File: src/rtl/facto_master.sv
// Bus master that walks a list of 64-bit operands in memory, feeds each one
// to a memory-mapped factorial core, waits for its completion interrupt and
// writes the result back to a destination list.
module facto_master #(
    parameter logic [15:0] CORE_BASE = 16'h7000
) (
    input  logic        clk,
    input  logic        reset_n,
    input  logic        start,
    input  logic [15:0] src_base,
    input  logic [15:0] dst_base,
    input  logic [7:0]  count,
    output logic        busy,
    output logic        done,
    output logic        m_req,
    input  logic        m_grant,
    output logic        m_wr,
    output logic [15:0] m_addr,
    output logic [63:0] m_dout,
    input  logic [63:0] m_din,
    input  logic        interrupt
);

    localparam logic [15:0] OFS_START = 16'h0000;
    localparam logic [15:0] OFS_CLEAR = 16'h0008;
    localparam logic [15:0] OFS_DONE  = 16'h0010;
    localparam logic [15:0] OFS_IEN   = 16'h0018;
    localparam logic [15:0] OFS_OPND  = 16'h0020;
    localparam logic [15:0] OFS_RES   = 16'h0030;

    typedef enum logic [3:0] {
        IDLE, REQ, RD_OP, RD_OP_W, WR_OPND, WR_IEN, WR_STRT, WAIT_IRQ,
        RD_RES, RD_RES_W, WR_CLR1, WR_CLR0, WR_MEM, NEXT, DONE
    } state_t;

    state_t      state_q, state_d;
    logic [15:0] src_q, dst_q;
    logic [7:0]  cnt_q, idx_q;
    logic [63:0] data_q;
    logic        wr_cyc;
    logic        last_op;

    // Widened compare so idx+1 never wraps before being tested against count.
    assign last_op = ({1'b0, idx_q} + 9'd1) >= {1'b0, cnt_q};

    // State register; reset aborts any job in flight.
    always_ff @(posedge clk or negedge reset_n) begin
        if (!reset_n) begin
            state_q <= IDLE;
        end else begin
            state_q <= state_d;
        end
    end

    // Job configuration, operand index and the shared operand/result holder.
    always_ff @(posedge clk or negedge reset_n) begin
        if (!reset_n) begin
            src_q  <= 16'h0000;
            dst_q  <= 16'h0000;
            cnt_q  <= 8'h00;
            idx_q  <= 8'h00;
            data_q <= 64'h0;
        end else begin
            if (state_q == IDLE && start) begin
                src_q <= src_base;
                dst_q <= dst_base;
                cnt_q <= count;
                idx_q <= 8'h00;
            end
            if (state_q == NEXT) begin
                idx_q <= idx_q + 8'd1;
            end
            // Read data is valid during the wait cycle and captured as it ends.
            if ((state_q == RD_OP_W || state_q == RD_RES_W) && m_grant) begin
                data_q <= m_din;
            end
        end
    end

    // Next-state logic: bus states advance only with grant, WAIT_IRQ only on interrupt.
    always_comb begin
        state_d = state_q;
        unique case (state_q)
            IDLE:     if (start) state_d = (count == 8'd0) ? DONE : REQ;
            REQ:      if (m_grant) state_d = RD_OP;
            RD_OP:    if (m_grant) state_d = RD_OP_W;
            RD_OP_W:  if (m_grant) state_d = WR_OPND;
            WR_OPND:  if (m_grant) state_d = WR_IEN;
            WR_IEN:   if (m_grant) state_d = WR_STRT;
            WR_STRT:  if (m_grant) state_d = WAIT_IRQ;
            WAIT_IRQ: if (interrupt) state_d = RD_RES;
            RD_RES:   if (m_grant) state_d = RD_RES_W;
            RD_RES_W: if (m_grant) state_d = WR_CLR1;
            WR_CLR1:  if (m_grant) state_d = WR_CLR0;
            WR_CLR0:  if (m_grant) state_d = WR_MEM;
            WR_MEM:   if (m_grant) state_d = NEXT;
            NEXT:     state_d = last_op ? DONE : RD_OP;
            DONE:     state_d = IDLE;
            default:  state_d = IDLE;
        endcase
    end

    // Bus outputs are a pure function of state and held registers, so a stalled
    // grant leaves address and data untouched.
    always_comb begin
        busy   = 1'b0;
        done   = 1'b0;
        m_req  = 1'b0;
        wr_cyc = 1'b0;
        m_addr = 16'h0000;
        m_dout = 64'h0;
        unique case (state_q)
            IDLE: ;
            REQ: begin
                busy  = 1'b1;
                m_req = 1'b1;
            end
            RD_OP, RD_OP_W: begin
                busy   = 1'b1;
                m_req  = 1'b1;
                m_addr = src_q + {8'h00, idx_q};
            end
            WR_OPND: begin
                busy   = 1'b1;
                m_req  = 1'b1;
                wr_cyc = 1'b1;
                m_addr = CORE_BASE + OFS_OPND;
                m_dout = data_q;
            end
            WR_IEN: begin
                busy   = 1'b1;
                m_req  = 1'b1;
                wr_cyc = 1'b1;
                m_addr = CORE_BASE + OFS_IEN;
                m_dout = 64'd1;
            end
            WR_STRT: begin
                busy   = 1'b1;
                m_req  = 1'b1;
                wr_cyc = 1'b1;
                m_addr = CORE_BASE + OFS_START;
                m_dout = 64'd1;
            end
            WAIT_IRQ: begin
                busy   = 1'b1;
                m_req  = 1'b1;
                m_addr = CORE_BASE + OFS_DONE;
            end
            RD_RES, RD_RES_W: begin
                busy   = 1'b1;
                m_req  = 1'b1;
                m_addr = CORE_BASE + OFS_RES;
            end
            WR_CLR1: begin
                busy   = 1'b1;
                m_req  = 1'b1;
                wr_cyc = 1'b1;
                m_addr = CORE_BASE + OFS_CLEAR;
                m_dout = 64'd1;
            end
            WR_CLR0: begin
                busy   = 1'b1;
                m_req  = 1'b1;
                wr_cyc = 1'b1;
                m_addr = CORE_BASE + OFS_CLEAR;
                m_dout = 64'd0;
            end
            WR_MEM: begin
                busy   = 1'b1;
                m_req  = 1'b1;
                wr_cyc = 1'b1;
                m_addr = dst_q + {8'h00, idx_q};
                m_dout = data_q;
            end
            NEXT: begin
                busy  = 1'b1;
                m_req = !last_op;
            end
            DONE: begin
                done = 1'b1;
            end
            default: ;
        endcase
    end

    // A write strobe is only ever presented while the arbiter grants the bus.
    assign m_wr = wr_cyc & m_grant;

endmodule

File: config.mk
export PLATFORM = sky130hd
export DESIGN_NAME = facto_master
export DESIGN_NICKNAME = d
export VERILOG_FILES = /design/src/rtl/facto_master.sv
export SDC_FILE = /design/constraint.sdc
export NUM_CORES = 1
export LEC_CHECK = 0
export CAP_MARGIN = 30
export CORE_ASPECT_RATIO = 0.7
export CORE_MARGIN = 1
export CORE_UTILIZATION = 43
export DETAILED_ROUTE_END_ITERATION = 10
export GPL_TIMING_DRIVEN = 0
export PLACE_DENSITY = 0.87
export SLEW_MARGIN = 5
export SYNTH_ARGS = -nofsm -noshare
export SYNTH_HDL_FRONTEND = slang
export SYNTH_SLANG_ARGS = --single-unit
File: constraint.sdc
create_clock -name clk -period 3.4 [get_ports clk]
set_input_delay 0.68 -clock clk [delete_from_list [all_inputs] [get_ports clk]]
set_output_delay 0.68 -clock clk [all_outputs]
set_load 0.005 [all_outputs]
==> metrics.txt <==
Sink Count=116; routed wire length=about 18 mm; number of levels in the clock H-tree=4; combined global-route utilization of all metal layers=23.34%; starting utilization of the core area=about 45%; proportion of synthesized chip area in sequential cells=approximately 46%; Total Die Area=15,100 um2; number of max-slew violations in the final report=0; area share of the largest cell type after synthesis=46.22%; y dimension of the die=103.1 um; Placement Rows=36; pin count of the biggest net entering global routing=93; # DRC=0; vias after detailed routing=5,309; detailed-routing iteration count for the pre-antenna-repair pass=4; run status=complete, but fails checks; number of nets with antenna violations after routing=0; violation count after the first detailed-route iteration=336; initial antenna violation count=0; final net count=944; fraction of layout instances using a drive strength above 1=28.43%; Power Density=828.6 nW/um2; cell types occupying the most area after synthesis=sky130_fd_sc_hd__dfrtp_1 (46%), sky130_fd_sc_hd__mux2_2 (16%), sky130_fd_sc_hd__and2_1 (6.4%), sky130_fd_sc_hd__nand2_1 (3.9%), sky130_fd_sc_hd__ha_1 (3.4%); clk buf depth=2; cell at the slowest stage of the critical path=sky130_fd_sc_hd__dfrtp_1; number of CTS-inserted buffers=17; pre-CTS setup slack=-1046 ps; Main synth FF type=sky130_fd_sc_hd__dfrtp_1; worst-case register-to-register setup slack=970 ps; post-route setup slack=-608.5 ps; total inserted antenna cells=0; total overflow reported by the global router=0; category of the critical setup timing path=reg -> out; synthesized flop and latch total=between 100 and 150; element type at the critical path end=output port; number of buffers inserted by hold repair at cts=0; highest ir drop seen on vdd=0.3777 mV; Critical Path Source Type=flip-flop; worst clock skew=~11 ps; standard cell area after detailed placement=8476 um2; Total Power Consumption=about 7.9 mW; required time at the worst-slack endpoint=between 2000 and 3000 ps; number of maximum-capacitance constraint violations=0; routed length per placed instance=between 15 and 20 um; Post-Synthesis Net Count=706; Layout Area Growth over Synthesis=52.65%; Layout Utilization=68.01%; max frequency=roughly 0.25 GHz; master cell of the clock root buffer=sky130_fd_sc_hd__clkbuf_16; Placed Cells=962; Avg Synthesized Cell Area=10.85 um2; die width=about 150 um; Max-slew headroom=between 50% and 60%; Synth async-reset ratio=100.0%; largest fanout of any net on the critical path=5; number of synthesized flops with an enable pin=0; violated checks=setup timing; Detail Placement HPWL=~12 mm; filler-free cell count of the finished design=1,020; final critical-path share of the clock period=117.9%; Critical Path, Cell by Cell=buf_6 > nand4bb_4 > nand2_2 > nand2_4 > ha_4 > fa_2 > a211oi_2 > o21ai_1 > a31oi_2 > buf_4 > buf_6 > a21oi_2 > xor2_1 > o21ai_1 > buf_2; vias in the first global route=about 5,200; Distinct cells, synth=50; crit path time final=about 4000 ps; hold slack final=125.0 ps; clock transition at the registers of the reported paths=about 60 ps; Worst Path Arrival=3330 ps; Yosys warning total=0; setup repair after global routing missed its margin=true; gate count of the mapped netlist=579; area of the mapped netlist=~6300 um2; transition time at the pin with the least slew margin=730.5 ps; IO buf count=between 150 and 200; sum of negative setup slack=-5877 ps; detailed-route vias per instance=5.205; Final setup viols=13; final instance area=9588 um2; global-route wire length before repair=27.06 mm; placeable core region=roughly 14,000 um2; reg2reg path depth=13; class of the tightest hold or removal check=in -> async; final weighted congestion of routability-driven global placement=between 0.8 and 0.9; num ports=between 150 and 200; endpoints failing hold=0; clock insertion delay at the later pin of the skew report=roughly 400 ps; top cell type by total area after synthesis=sky130_fd_sc_hd__dfrtp_1; Worst path max stage delay=400 ps; Leakage=4.104 nW; clock tree from TritonCTS=done
cells in the mapped netlist, drive strengths merged (3+ instances only):
cell    instances
dfrtp         116
a31oi           5
nor4            3
ha             17
buf            20
clkbuf         13
mux2          105
a21oi          16
nor3            4
xnor2          11
nor2           17
nand3          19
o22ai           7
and2           64
and3            4
nand2b          3
nand2          65
nor2b           3
o21ai          27
a22o            3
inv            10
a21o            5
a211oi          3
xor2           16
layer usage:
metal  vias up  wire length (um)  track usage, %  part of all wire [%]
met3        14              1359           6.947                   7.7
met4         0               125           6.330                  0.70
met2       207              8166           36.19                    46
met5         -                 0               0                     0
li1       2492                 -               -                     -
met1      2596              8085           32.00                    46
cell families (layout without fill, tap and decap cells):
group                    Yosys count  in the layout  synth area share (%)
adder cells (fa/ha/maj)           18             18                 3.705
flip-flops                       116            116                 46.22
XOR/XNOR                          27             27                 3.765
AND/OR/NAND/NOR                  189            189                 15.56
multiplexers                     106            106                 18.98
buffers and inverters             44            295                 3.964
AO/OA/AOI/OAI                     79             79                 7.809
critical path, delay by kind of cell (launching register included):
family                     cells  cell delay, ps
AOI/OAI and AO/OA              5             810
xor gates and xnor gates       1             170
adders and majority gates      2             510
buffers and inverters          4             550
DFF                            1             400
and+or+nand+nor                3             490
repair_timing:
action / in CTS / in global routing
pin swaps: 27 / 24
endpoints found under the setup margin: 76 / 58
gates resized for setup: 115 / 33
buffers inserted: 20 / 11
report_power, final:
group          total [mW]  internal (mW)  switching [mW]
sequential           2.48           2.07           0.417
combinational        3.52           1.95            1.57
clock                1.94           1.26           0.684
area by class of cell:
type / count / area (um2)
plain buffers: 28 / 214.0
well taps: 190 / 237.7
clock inverters: 14 / 200.2
fillers: 1037 / 4511
clock buffers: 18 / 439.2
repair buffers: 224 / 2143
multi-input cells: 419 / 3403
inverters: 11 / 41.29
flip-flops and latches: 116 / 2909
sequential cells by signal, indices dropped and copies added (netlist names):
signal and flops:
cnt_q 8, data_q 64, dst_q 16, idx_q 8, src_q 16, state_q 4
placed cells by master (no fill, tap or decap), drive strengths merged, types with 7 or more instances in the layout:
cell           Yosys  layout
buf               20      62
nand2             65      65
and2              64      64
o22ai              7       7
nand3             19      19
xnor2             11      11
ha                17      17
dfrtp            116     116
nor2              17      17
clkdlybuf4s50      0     175
xor2              16      16
mux2             105     105
o21ai             27      27
inv               10      14
a21oi             16      16
clkbuf            13      31
path summary, 6_finish.rpt:
| check | end | startpoint |
|---|---|---|
| max | m_addr[12] | state_q[0]$_DFFE_PN0P_ |
| min | data_q[15]$_DFFE_PN0P_ | reset_n |
| max reg2reg | state_q[2]$_DFFE_PN0P_ | idx_q[0]$_DFFE_PN0P_ |
| min reg2reg | data_q[14]$_DFFE_PN0P_ | data_q[14]$_DFFE_PN0P_ |
| max in group asynchronous | state_q[2]$_DFFE_PN0P_ | reset_n |
| min in group clk | data_q[14]$_DFFE_PN0P_ | data_q[14]$_DFFE_PN0P_ |
(Power assumes the default switching activity.)
